$ cat config.mk
export PLATFORM = sky130hd
export DESIGN_NAME = seg_scan_controller
export DESIGN_NICKNAME = d
export VERILOG_FILES = /design/src/rtl/seg_pkg.sv /design/src/rtl/hex_to_seg.sv /design/src/rtl/seg_scan_controller.sv
export SDC_FILE = /design/constraint.sdc
export NUM_CORES = 1
export LEC_CHECK = 0
export BUFFER_PORTS_ARGS = -buffer_cell sky130_fd_sc_hd__buf_2
export CAP_MARGIN = 25
export CORE_MARGIN = 5
export CORE_UTILIZATION = 30
export CTS_BUF_LIST = sky130_fd_sc_hd__clkbuf_4
export DETAILED_ROUTE_END_ITERATION = 10
export GPL_ROUTABILITY_DRIVEN = 0
export GPL_TIMING_DRIVEN = 0
export PLACE_DENSITY_LB_ADDON = 0.25
export SYNTH_ARGS = -nofsm -noshare
export SYNTH_HDL_FRONTEND = slang
export SYNTH_SLANG_ARGS = --single-unit
$ cat constraint.sdc
create_clock -name clk -period 2.6 [get_ports clk]
set_input_delay 0.39 -clock clk [delete_from_list [all_inputs] [get_ports clk]]
set_output_delay 0.39 -clock clk [all_outputs]
set_load 0.1 [all_outputs]
$ cat src/rtl/seg_pkg.sv
// Shared types and constants for the seven-segment scan controller.
// Segment vectors are active-low, ordered {g,f,e,d,c,b,a}.
package seg_pkg;

    typedef enum logic [1:0] {
        IDLE = 2'd0,
        GAP  = 2'd1,
        ON   = 2'd2
    } scan_state_t;

    localparam logic [6:0] SEG_BLANK = 7'h7F;

    // NOTE: a constant table synthesizes to plain decode logic; no storage and no reset is involved.
    localparam logic [6:0] GLYPH_TABLE [16] = '{
        7'h40, 7'h79, 7'h24, 7'h30,
        7'h19, 7'h12, 7'h02, 7'h78,
        7'h00, 7'h10, 7'h08, 7'h03,
        7'h46, 7'h21, 7'h06, 7'h0E
    };

endpackage

$ cat src/rtl/hex_to_seg.sv
// Combinational hex nibble to active-low seven-segment glyph decoder.
module hex_to_seg
    import seg_pkg::*;
(
    input  logic [3:0] i_nibble,
    output logic [6:0] o_seg
);

    assign o_seg = GLYPH_TABLE[i_nibble];

endmodule

$ cat src/rtl/seg_scan_controller.sv
// Time-multiplexed 4-digit seven-segment scanner with per-slot anode dead time.
// Optional leading-zero blanking is built when SEG_LZ_BLANK_EN is defined.
module seg_scan_controller
    import seg_pkg::*;
#(
    parameter int DWELL_CYC = 100000,
    parameter int GAP_CYC   = 2
) (
    input  logic       clk,
    input  logic       reset_n,
    input  logic       disp_en,
    input  logic [3:0] mux_nibble,
    output logic [1:0] mux_sel,
    output logic [3:0] anode_n,
    output logic [6:0] seg_n,
    output logic       frame_done
);

    localparam int CNT_W = (DWELL_CYC > 1) ? $clog2(DWELL_CYC) : 1;
    localparam logic [CNT_W-1:0] GAP_LAST   = CNT_W'(GAP_CYC - 1);
    localparam logic [CNT_W-1:0] DWELL_LAST = CNT_W'(DWELL_CYC - 1);

    scan_state_t      r_state;
    logic [CNT_W-1:0] r_cnt;

    logic [6:0] w_glyph;
    logic [6:0] w_seg_next;
    logic [3:0] w_anode_on;
    logic       w_gap_end;
    logic       w_slot_end;

    hex_to_seg u_hex_to_seg (
        .i_nibble (mux_nibble),
        .o_seg    (w_glyph)
    );

    assign w_anode_on = ~(4'b0001 << mux_sel);
    assign w_gap_end  = (r_state == GAP) && (r_cnt == GAP_LAST);
    assign w_slot_end = (r_state == ON)  && (r_cnt == DWELL_LAST);

`ifdef SEG_LZ_BLANK_EN
    logic r_all_higher_zero;
    logic w_enter_top_digit;
    logic w_blank;

    // A frame starts either from IDLE or when digit 0 wraps back to digit 3.
    assign w_enter_top_digit = disp_en &&
                               ((r_state == IDLE) || (w_slot_end && (mux_sel == 2'd0)));
    assign w_blank    = r_all_higher_zero && (mux_sel != 2'd0) && (mux_nibble == 4'd0);
    assign w_seg_next = w_blank ? SEG_BLANK : w_glyph;

    always_ff @(posedge clk or negedge reset_n) begin
        if (!reset_n) begin
            r_all_higher_zero <= 1'b1;
        end else if (w_enter_top_digit) begin
            r_all_higher_zero <= 1'b1;
        end else if (w_gap_end && (mux_nibble != 4'd0)) begin
            r_all_higher_zero <= 1'b0;
        end
    end
`else
    assign w_seg_next = w_glyph;
`endif

    // NOTE: every register here uses <= so all updates see the pre-edge values of the others.
    always_ff @(posedge clk or negedge reset_n) begin
        if (!reset_n) begin
            r_state    <= IDLE;
            r_cnt      <= '0;
            mux_sel    <= 2'd3;
            anode_n    <= 4'hF;
            seg_n      <= SEG_BLANK;
            frame_done <= 1'b0;
        end else begin
            frame_done <= 1'b0;
            if (!disp_en) begin
                r_state <= IDLE;
                r_cnt   <= '0;
                mux_sel <= 2'd3;
                anode_n <= 4'hF;
                seg_n   <= SEG_BLANK;
            end else begin
                case (r_state)
                    IDLE: begin
                        r_state <= GAP;
                        r_cnt   <= '0;
                        mux_sel <= 2'd3;
                        anode_n <= 4'hF;
                        seg_n   <= SEG_BLANK;
                    end
                    GAP: begin
                        // The external mux settles within the cycle, so the last GAP sample is the one shown.
                        seg_n <= w_seg_next;
                        r_cnt <= r_cnt + CNT_W'(1);
                        if (w_gap_end) begin
                            r_state <= ON;
                            anode_n <= w_anode_on;
                        end
                    end
                    ON: begin
                        if (w_slot_end) begin
                            r_state    <= GAP;
                            r_cnt      <= '0;
                            mux_sel    <= mux_sel - 2'd1;
                            anode_n    <= 4'hF;
                            frame_done <= (mux_sel == 2'd0);
                        end else begin
                            r_cnt <= r_cnt + CNT_W'(1);
                        end
                    end
                    default: begin
                        r_state <= IDLE;
                    end
                endcase
            end
        end
    end

endmodule

==> results of run 1 <==
==> metal layers <==
metal	global-route usage [%]	wire length, µm	vias up
met5	0	0	-
met4	4.09	76	0
met3	3.27	204	6
met2	18.9	2220	30
met1	16.9	2530	910
li1	-	-	917
==> area by class of cell <==
type	count	share of cell area (%)
plain buffers	12	2.80
clock buffers	5	1.56
clock inverters	3	0.519
inverters	10	1.56
multi-input cells	181	49.7
flip-flops and latches	33	34.9
well taps	96	4.98
repair buffers	19	3.95
==> cells by family after synthesis <==
logic type,after synthesis
xor+xnor,1
simple gates,92
fa+ha+maj,15
compound gates,66
flops,33
mux,7
buf+inv,22
==> worst max-delay path by stage <==
| stage | from | endpoint | cells past startpoint |
|---|---|---|---|
| after global placement | r_state[0] | r_cnt[0] | 8 |
| after floorplan | r_state[0] | r_cnt[0] | 8 |
| after detailed placement | r_state[0] | r_cnt[0] | 8 |
| final | r_state[0] | r_cnt[0] | 8 |
| after global routing | r_state[0] | r_state[0] | 8 |
| after CTS | r_state[0] | r_cnt[0] | 8 |
==> flip-flops by register name, indices dropped and copies added (netlist names) <==
| name | count |
|---|---|
| r_state | 2 |
| frame_done | 1 |
| seg_n | 7 |
| r_cnt | 17 |
| anode_n | 4 |
| mux_sel | 2 |
==> cell usage after synthesis (2+ instances only) <==
cell	count
and4_1	2
nor4_1	4
inv_1	10
a21o_1	2
ha_1	15
o21ai_0	11
or2b_1	2
nand3b_1	3
nand2_1	21
a41o_1	4
nand4_1	3
and2_1	4
dfrtp_1	20
a22o_1	3
nand3_1	6
dfstp_2	13
a21oi_1	21
nor3_1	3
buf_6	3
nand2b_1	6
nor2_1	24
o22a_1	2
and3_1	9
mux2i_1	5
clkbuf_1	9
a31oi_1	12
a221o_1	2
==> placed cells by master, fill, tap and decap left out, drive strengths merged, types with 2 or more instances in the layout <==
cell / instances
a41o: 4
mux2i: 5
nor4: 5
and4: 2
or2b: 2
dfstp: 13
nor3: 3
a21oi: 21
nor2: 24
a221o: 2
nand3b: 3
a21o: 2
dfrtp: 20
o31ai: 2
clkinv: 3
nand2: 21
nand3: 6
nand4: 4
a31oi: 12
o22a: 2
a22o: 3
and3: 9
nand2b: 6
inv: 10
buf: 22
and2: 4
o21ai: 11
ha: 15
clkbuf: 14
==> power groups by stage <==
stage	registers (mW)	clock network (mW)	logic, mW
final	0.550	0.287	0.266
after global routing	0.553	0.328	0.291
after floorplan	0.651	0	0.113
after CTS	0.550	0.299	0.269
after detailed placement	0.559	0	0.269
after global placement	0.558	0	0.268
==> critical path, cell delays in order, from the launching register on <==
cell and delay (ps):
dfrtp_1 410, inv_1 160, ha_1 320, and3_1 230
nand4_2 140, a221o_1 390, buf_6 170, buf_6 140
mux2_2 250
==> metrics by stage <==
step	hold slack [ps]	instances	utilization [%]	worst slack [ps]
final	107	359	35.1	270
after global routing	154	359	35.1	92.3
after CTS	127	359	35.1	266
after detailed placement	492	351	34.4	284
after global placement	492	351	34.4	243
after floorplan	94.4	236	-	559
==> out/qor.csv, run 1 <==
metric,value,unit
p_clk_share,26.0,%
syn_nets,258,
start_util,31.2,%
r2r_end,r_cnt[0],
cts_buffers,5,
multiInputGateArea,0.00120,mm²
syn_avg_cell_area,9.09,µm²
overflow,0,
wl_per_cell,14.0,µm
dpl_cell_area,0.00236,mm²
powerDensity,458,mW/mm²
status,completed,
cts_root_buf,clkbuf_4,
grtUsageTotal,12.4,%
max-slew-margin-rel,48.5,%
worst_pin_slew,773,ps
cap_viol_max_count,0,
num_rows,30,
synthToLayoutAreaGrowth,12.4,%
synth_cells,236,
switching_power,0.401,mW
drtAntennaViolNets,0,
wirelength,5040,µm
viasPerCell,5.19,
cp_data_arrival_time,2570,ps
fin_crit_sh,89.6,%
hpwl,3640,µm
ctsHtreeMaxLevel,2,
combPwrFrac,24.2,%
synth_top_family_by_area,simple AND/OR/NAND/NOR gates,
maxSlewViolCount,0,
via_count,1863,
ys_ff_latch,33,
grt_max_degree,34,
skew,11.3,ps
yosysTopAreaCell,dfrtp_1,
synth_edf_count,0,
n_antenna_cell,0,
yosys.area_share.adder,8.75,%
peakVddDrop,0.000276,V
design_area,0.00241,mm²
die_h,94.6,µm
rsz0062_at_grt,no,
cts.clk_slew.worst_paths,120,ps
io_buffers,19,
grt_pass1_vias,1803,
period_needed,2330,ps
drive_gt1_share,17.5,%
cp-start-kind,flip-flop,
cts_post_setup_buffers_inserted,0,
clkSinkCount,33,
end_kind,flip-flop,
synthSimpleGateAreaFrac,22.7,%
p_int,0.702,mW
reg2regPathDepth,8,
fp.dieW,94.6,µm
drc,0,
grt_pass1_wl,8710,µm
synth_area,0.00214,mm²
setup_tns,0,ps
regArea,842,µm²
final_nets,284,
clock.fmax,0.429,GHz
swShare,36.4,%
drt_iter0_drc,120,
io_pins,21,
setup_violations,0,
finalHoldViolations,0,
synth_mux_area_share,3.91,%
rrSetupSlack,270,ps
timing_worst_setup_path_type,reg2reg,
dieArea,0.00894,mm²
synth.distinct_cells,44,
clk_path_buf_depth,2,
cts_tree,yes,
hp-class,in2async,
fillers,718,
ys_async_sr_fraction,100,%
core_area,0.00687,mm²
yosys.area.top_type_share,23.3,%
pwr-share-seq,49.8,%
synth_flop_cell,dfrtp_1,
total_power,1.10,mW
ys.warnings.count,0,
worstPathMaxFanout,10,
dr.pass1.iters,4,
ctsHoldBuffers,0,
synth-xor-area-share,0.408,%
cts_resized,0,
clk_latency,350,ps
regToRegStartpoint,r_state[0],
synth_area_leaders,"dfrtp_1 23%, dfstp_2 16%, ha_1 8.8%",
synth-compound-area-share,20.1,%
leakagePower,1.08,nW
yosysSeqAreaShare,39.3,%
antenna_found_initial,0,
cp.required,2840,ps
No activity file was read; power rests on OpenSTA's default activity.
==> run 2: changes to the inputs <==
--- a/config.mk
+++ b/config.mk
@@ -14,6 +14,7 @@
 export GPL_ROUTABILITY_DRIVEN = 0
 export GPL_TIMING_DRIVEN = 0
 export PLACE_DENSITY_LB_ADDON = 0.25
+export RECOVER_POWER = 50
 export SYNTH_ARGS = -nofsm -noshare
 export SYNTH_HDL_FRONTEND = slang
 export SYNTH_SLANG_ARGS = --single-unit
==> run 2 against run 1 <==
The run now ends with max-capacitance violations, max-slew violations left. Total power down 0.26%. Design area is 0.10% lower. Register-to-register slack is essentially flat. Fmax is 0.12% higher. Sequential power barely moved. Count of clock-buffer cells in the layout stayed put. Global-route usage stayed put. Critical path depth stayed put. Largest cell class unchanged. Highest routed layer unchanged.
==> out/qor.csv, run 2 (synthesized netlist as in run 1, its figures left out) <==
metric,value,unit
cp.required,2840,ps
num_rows,30,
die_h,94.6,µm
setup_violations,0,
viasPerCell,5.18,
cp-startpoint,r_state[0],
design_area,0.00241,mm²
worstPathMaxFanout,10,
wirelength,5030,µm
maxSlewViolCount,34,
clk_latency,350,ps
dpl_cell_area,0.00236,mm²
finalHoldViolations,0,
layout_common_cells,"24 x nor2_1, 21 x nand2_1, 21 x a21oi_1, 20 x dfrtp_1, 17 x buf_2",
hpwl,3640,µm
rsz0062_at_grt,no,
violations,"max-capacitance violations, max-slew violations",
grt_pass1_vias,1803,
cts_post_setup_buffers_inserted,0,
timing_worst_setup_path_type,reg2reg,
final_nets,284,
io_buffers,19,
grtUsageTotal,12.4,%
fin_crit_sh,89.5,%
cts_resized,0,
period_needed,2330,ps
io_pins,21,
clkSinkCount,33,
drive_gt1_share,16.7,%
leakagePower,1.08,nW
fin_util,35.0,%
cap_viol_max_count,1,
n_antenna_cell,0,
place_inst,351,
cts_tree,yes,
powerDensity,457,mW/mm²
core_area,0.00687,mm²
cp-start-kind,flip-flop,
max-slew-margin-rel,-20.0,%
clock.fmax,0.430,GHz
worst_pin_slew,1800,ps
largest_reg_flops,17,
dp_slack,284,ps
hold_start,mux_nibble[0],
hp-class,in2reg,
synthToLayoutAreaGrowth,12.3,%
overflow,0,
status,finished with violations,
drc,0,
start_util,31.2,%
largest-register,r_cnt,
clk_path_buf_depth,2,
layout.cells.most_common,nor2_1,
cp_data_arrival_time,2570,ps
grt_max_degree,34,
setup_tns,0,ps
finalWorstSetupSlack,273,ps
end_kind,flip-flop,
skew,8.51,ps
antenna_found_initial,0,
ctsHoldBuffers,0,
reg_top3,"r_cnt x17, seg_n x7, anode_n x4",
via_count,1858,
drt_iter0_drc,112,
dieArea,0.00894,mm²
drtAntennaViolNets,0,
layoutNonFillerInstCount,359,
grt_pass1_wl,8710,µm
rrSetupSlack,270,ps
ctsHtreeMaxLevel,2,
cts_buffers,5,
fp.dieW,94.6,µm
wl_per_cell,14.0,µm
regToRegStartpoint,r_state[0],
cts_root_buf,clkbuf_4,
cts.clk_slew.worst_paths,110,ps
dr.pass1.iters,4,
peakVddDrop,0.000276,V
-- run 2: cell count changes in the layout (fill, tap and decap cells not counted), sizes merged --
cell / change
clkbuf: +2
buf: -2
-- run 2: path summary, 6_finish.rpt --
| kind | to | cells after the start |
|---|---|---|
| max in group asynchronous | r_cnt[16] | 1 |
| max reg2reg | r_cnt[0] | 8 |
| min reg2reg | seg_n[4] | 2 |
| min in group asynchronous | r_cnt[9] | 1 |
| min | seg_n[1] | 4 |
| max | r_cnt[0] | 8 |
-- run 2: area by class of cell --
cell class | instances | area (µm²)
fillers | 720 | 4460
clock buffers | 5 | 37.5
multi-input cells | 181 | 1200
clock inverters | 3 | 12.5
repair buffers | 19 | 92.6
flip-flops and latches | 33 | 842
inverters | 10 | 37.5
plain buffers | 12 | 67.6
well taps | 96 | 120
-- run 2: per-layer routing --
metal	global-route usage [%]	up-vias	wire [µm]
met3	3.27	6	197
met2	18.9	28	2250
met4	4.09	0	76
met5	0	-	0
li1	-	918	-
met1	16.9	906	2510
-- run 2: through the flow --
stage	hold slack, ps	total power, mW
finish	362	1.10
global route	341	1.17
CTS	127	1.12
detailed placement	492	0.828
global placement	492	0.826
floorplan	94.4	0.764
-- run 2: power breakdown --
part,internal [mW],leakage [nW],switching [mW]
combinational,0.0651,0.632,0.201
sequential,0.539,0.415,0.0108
clock,0.0978,0.0300,0.187
total,0.702,1.08,0.399
-- run 2: critical path, cell delays in order (launching register included) --
cell and delay (ps):
dfrtp_1 410, inv_1 160, ha_1 320, and3_1 230, nand4_2 140, a221o_1 390, buf_6 170, buf_6 140
mux2_2 250
==> run 3: changes to the inputs <==
--- a/config.mk
+++ b/config.mk
@@ -9,11 +9,11 @@
 export CAP_MARGIN = 25
 export CORE_MARGIN = 5
 export CORE_UTILIZATION = 30
-export CTS_BUF_LIST = sky130_fd_sc_hd__clkbuf_4
+export CTS_BUF_LIST = sky130_fd_sc_hd__clkbuf_4 sky130_fd_sc_hd__clkbuf_8
 export DETAILED_ROUTE_END_ITERATION = 10
 export GPL_ROUTABILITY_DRIVEN = 0
 export GPL_TIMING_DRIVEN = 0
-export PLACE_DENSITY_LB_ADDON = 0.25
+export PLACE_DENSITY = 0.51
 export RECOVER_POWER = 50
 export SYNTH_ARGS = -nofsm -noshare
 export SYNTH_HDL_FRONTEND = slang
==> run 3 against run 2 <==
Critical path depth is the same. The flow still finishes with violations (max-capacitance violations, max-slew violations). Routed wire length is 2.9% higher. Worst hold slack improved by 89 ps. Combinational power is essentially flat. Global-route usage up 0.23 points. Highest routed layer unchanged. Clock skew is 2.0 ps higher. Total power up 13%. Sequential share of layout area shrank 0.57 points. Worst setup slack lost 74 ps. Die area unchanged.
==> out/qor.csv, run 3 (synthesized netlist as in run 1, its figures left out) <==
metric,value,unit
leakagePower,1.09,nW
total_power,1.25,mW
fin_util,35.6,%
fin_crit_sh,92.3,%
cp-start-kind,flip-flop,
design_area,0.00245,mm²
max-slew-margin-rel,-24.2,%
grtUsageTotal,12.6,%
io_buffers,19,
n_antenna_cell,0,
start_util,31.2,%
die_h,94.6,µm
maxSlewViolCount,34,
clkSinkCount,33,
crit_chain,"inv_1, ha_1, and3_1, nand4_2, a221o_1, buf_6, buf_6, mux2_2",
largest-register,r_cnt,
hp-class,in2reg,
dr.pass1.iters,4,
dieArea,0.00894,mm²
io_pins,21,
pwr-share-seq,44.2,%
via_count,1819,
num_rows,30,
worst_pin_slew,1860,ps
ctsHtreeMaxLevel,2,
ctsHoldBuffers,0,
switching_power,0.408,mW
setup_violations,0,
fillers,723,
reg_top3,"r_cnt x17, seg_n x7, anode_n x4",
cts_resized,0,
drt_iter0_drc,126,
wirelength,5180,µm
crit_family,buffers and inverters,
cp_data_arrival_time,2580,ps
layout.cells.most_common,nor2_1,
worstPathBufferInverterCount,3,
drive_gt1_share,15.2,%
finalWorstSetupSlack,199,ps
cts_tree,yes,
rsz0062_at_grt,no,
cts_post_setup_buffers_inserted,0,
cpMostUsedCell,buf_6,
powerDensity,509,mW/mm²
clk_path_buf_depth,2,
status,finished with violations,
clk_latency,290,ps
dp_slack,234,ps
finalHoldViolations,0,
cp.required,2770,ps
cp_slowest_cell,dfrtp_1,
viasPerCell,5.07,
place_inst,351,
period_needed,2400,ps
hpwl,3620,µm
antenna_found_initial,0,
violations,"max-capacitance violations, max-slew violations",
skew,10.5,ps
setup_tns,0,ps
wl_per_cell,14.4,µm
grt_max_degree,34,
cts_root_buf,clkbuf_8,
peakVddDrop,0.000209,V
synthToLayoutAreaGrowth,14.1,%
final_nets,284,
cap_viol_max_count,1,
end_kind,flip-flop,
cts_buffers,5,
cpPeakStageDelay,400,ps
dpl_cell_area,0.00236,mm²
combPwrFrac,21.2,%
grt_pass1_wl,8960,µm
p_int,0.838,mW
clock.fmax,0.417,GHz
grt_pass1_vias,1795,
timing_worst_setup_path_type,reg2reg,
p_clk_share,34.6,%
drc,0,
worstPathMaxFanout,10,
layout_common_cells,"24 x nor2_1, 21 x nand2_1, 21 x a21oi_1, 20 x dfrtp_1, 17 x clkbuf_1",
drtAntennaViolNets,0,
largest_reg_flops,17,
fp.dieW,94.6,µm
holdWs,451,ps
layoutNonFillerInstCount,359,
cts.clk_slew.worst_paths,70,ps
swShare,32.7,%
core_area,0.00687,mm²
overflow,0,
## run 3: cell types whose count changed in the layout (fill, tap and decap cells not counted), sizes merged
cell,delta
clkbuf,+9
buf,-6
clkinv,-3
## run 3: final timing paths
path,depth (start not counted),endpoint,from,slack (ps)
min in group asynchronous,1,r_state[0],reset_n,610
max in group asynchronous,1,r_state[1],reset_n,920
worst max-delay path,8,r_cnt[0],r_state[0],200
worst max register to register,8,r_cnt[0],r_state[0],200
worst min-delay path,4,seg_n[1],mux_nibble[0],450
worst min register to register,2,seg_n[1],seg_n[1],510
## run 3: tightest hold or removal path: stages
cell and delay [ps]:
buf_2 130, mux2i_1 80, nand2_1 70, a21oi_1 60
## run 3: power groups by stage
stage          Sequential, mW  Combinational, mW  Clock (mW)
3_3_place_gp            0.559              0.269           0
2_1_floorplan           0.651              0.113           0
6_report                0.551              0.264       0.432
4_1_cts                 0.550              0.271       0.446
5_1_grt                 0.553              0.289       0.462
3_5_place_dp            0.559              0.269           0
## run 3: final cells by class
class / instances / area (µm²) / share of cell area, %
Multi-Input combinational cell: 181 / 1200 / 48.9
Inverter: 10 / 37.5 / 1.53
Clock buffer: 8 / 97.6 / 3.99
Buffer: 12 / 67.6 / 2.76
Tap cell: 96 / 120 / 4.91
Timing Repair Buffer: 19 / 85.1 / 3.48
Sequential cell: 33 / 842 / 34.4
## run 3: routing by layer
layer	vias to the layer above	part of all wire (%)	routed length, µm	track usage, %
li1	910	-	-	-
met1	878	51	2640	18.4
met2	29	46	2370	18.7
met3	2	2.8	143	2.55
met4	0	0.52	27	3.61
met5	-	0	0	0
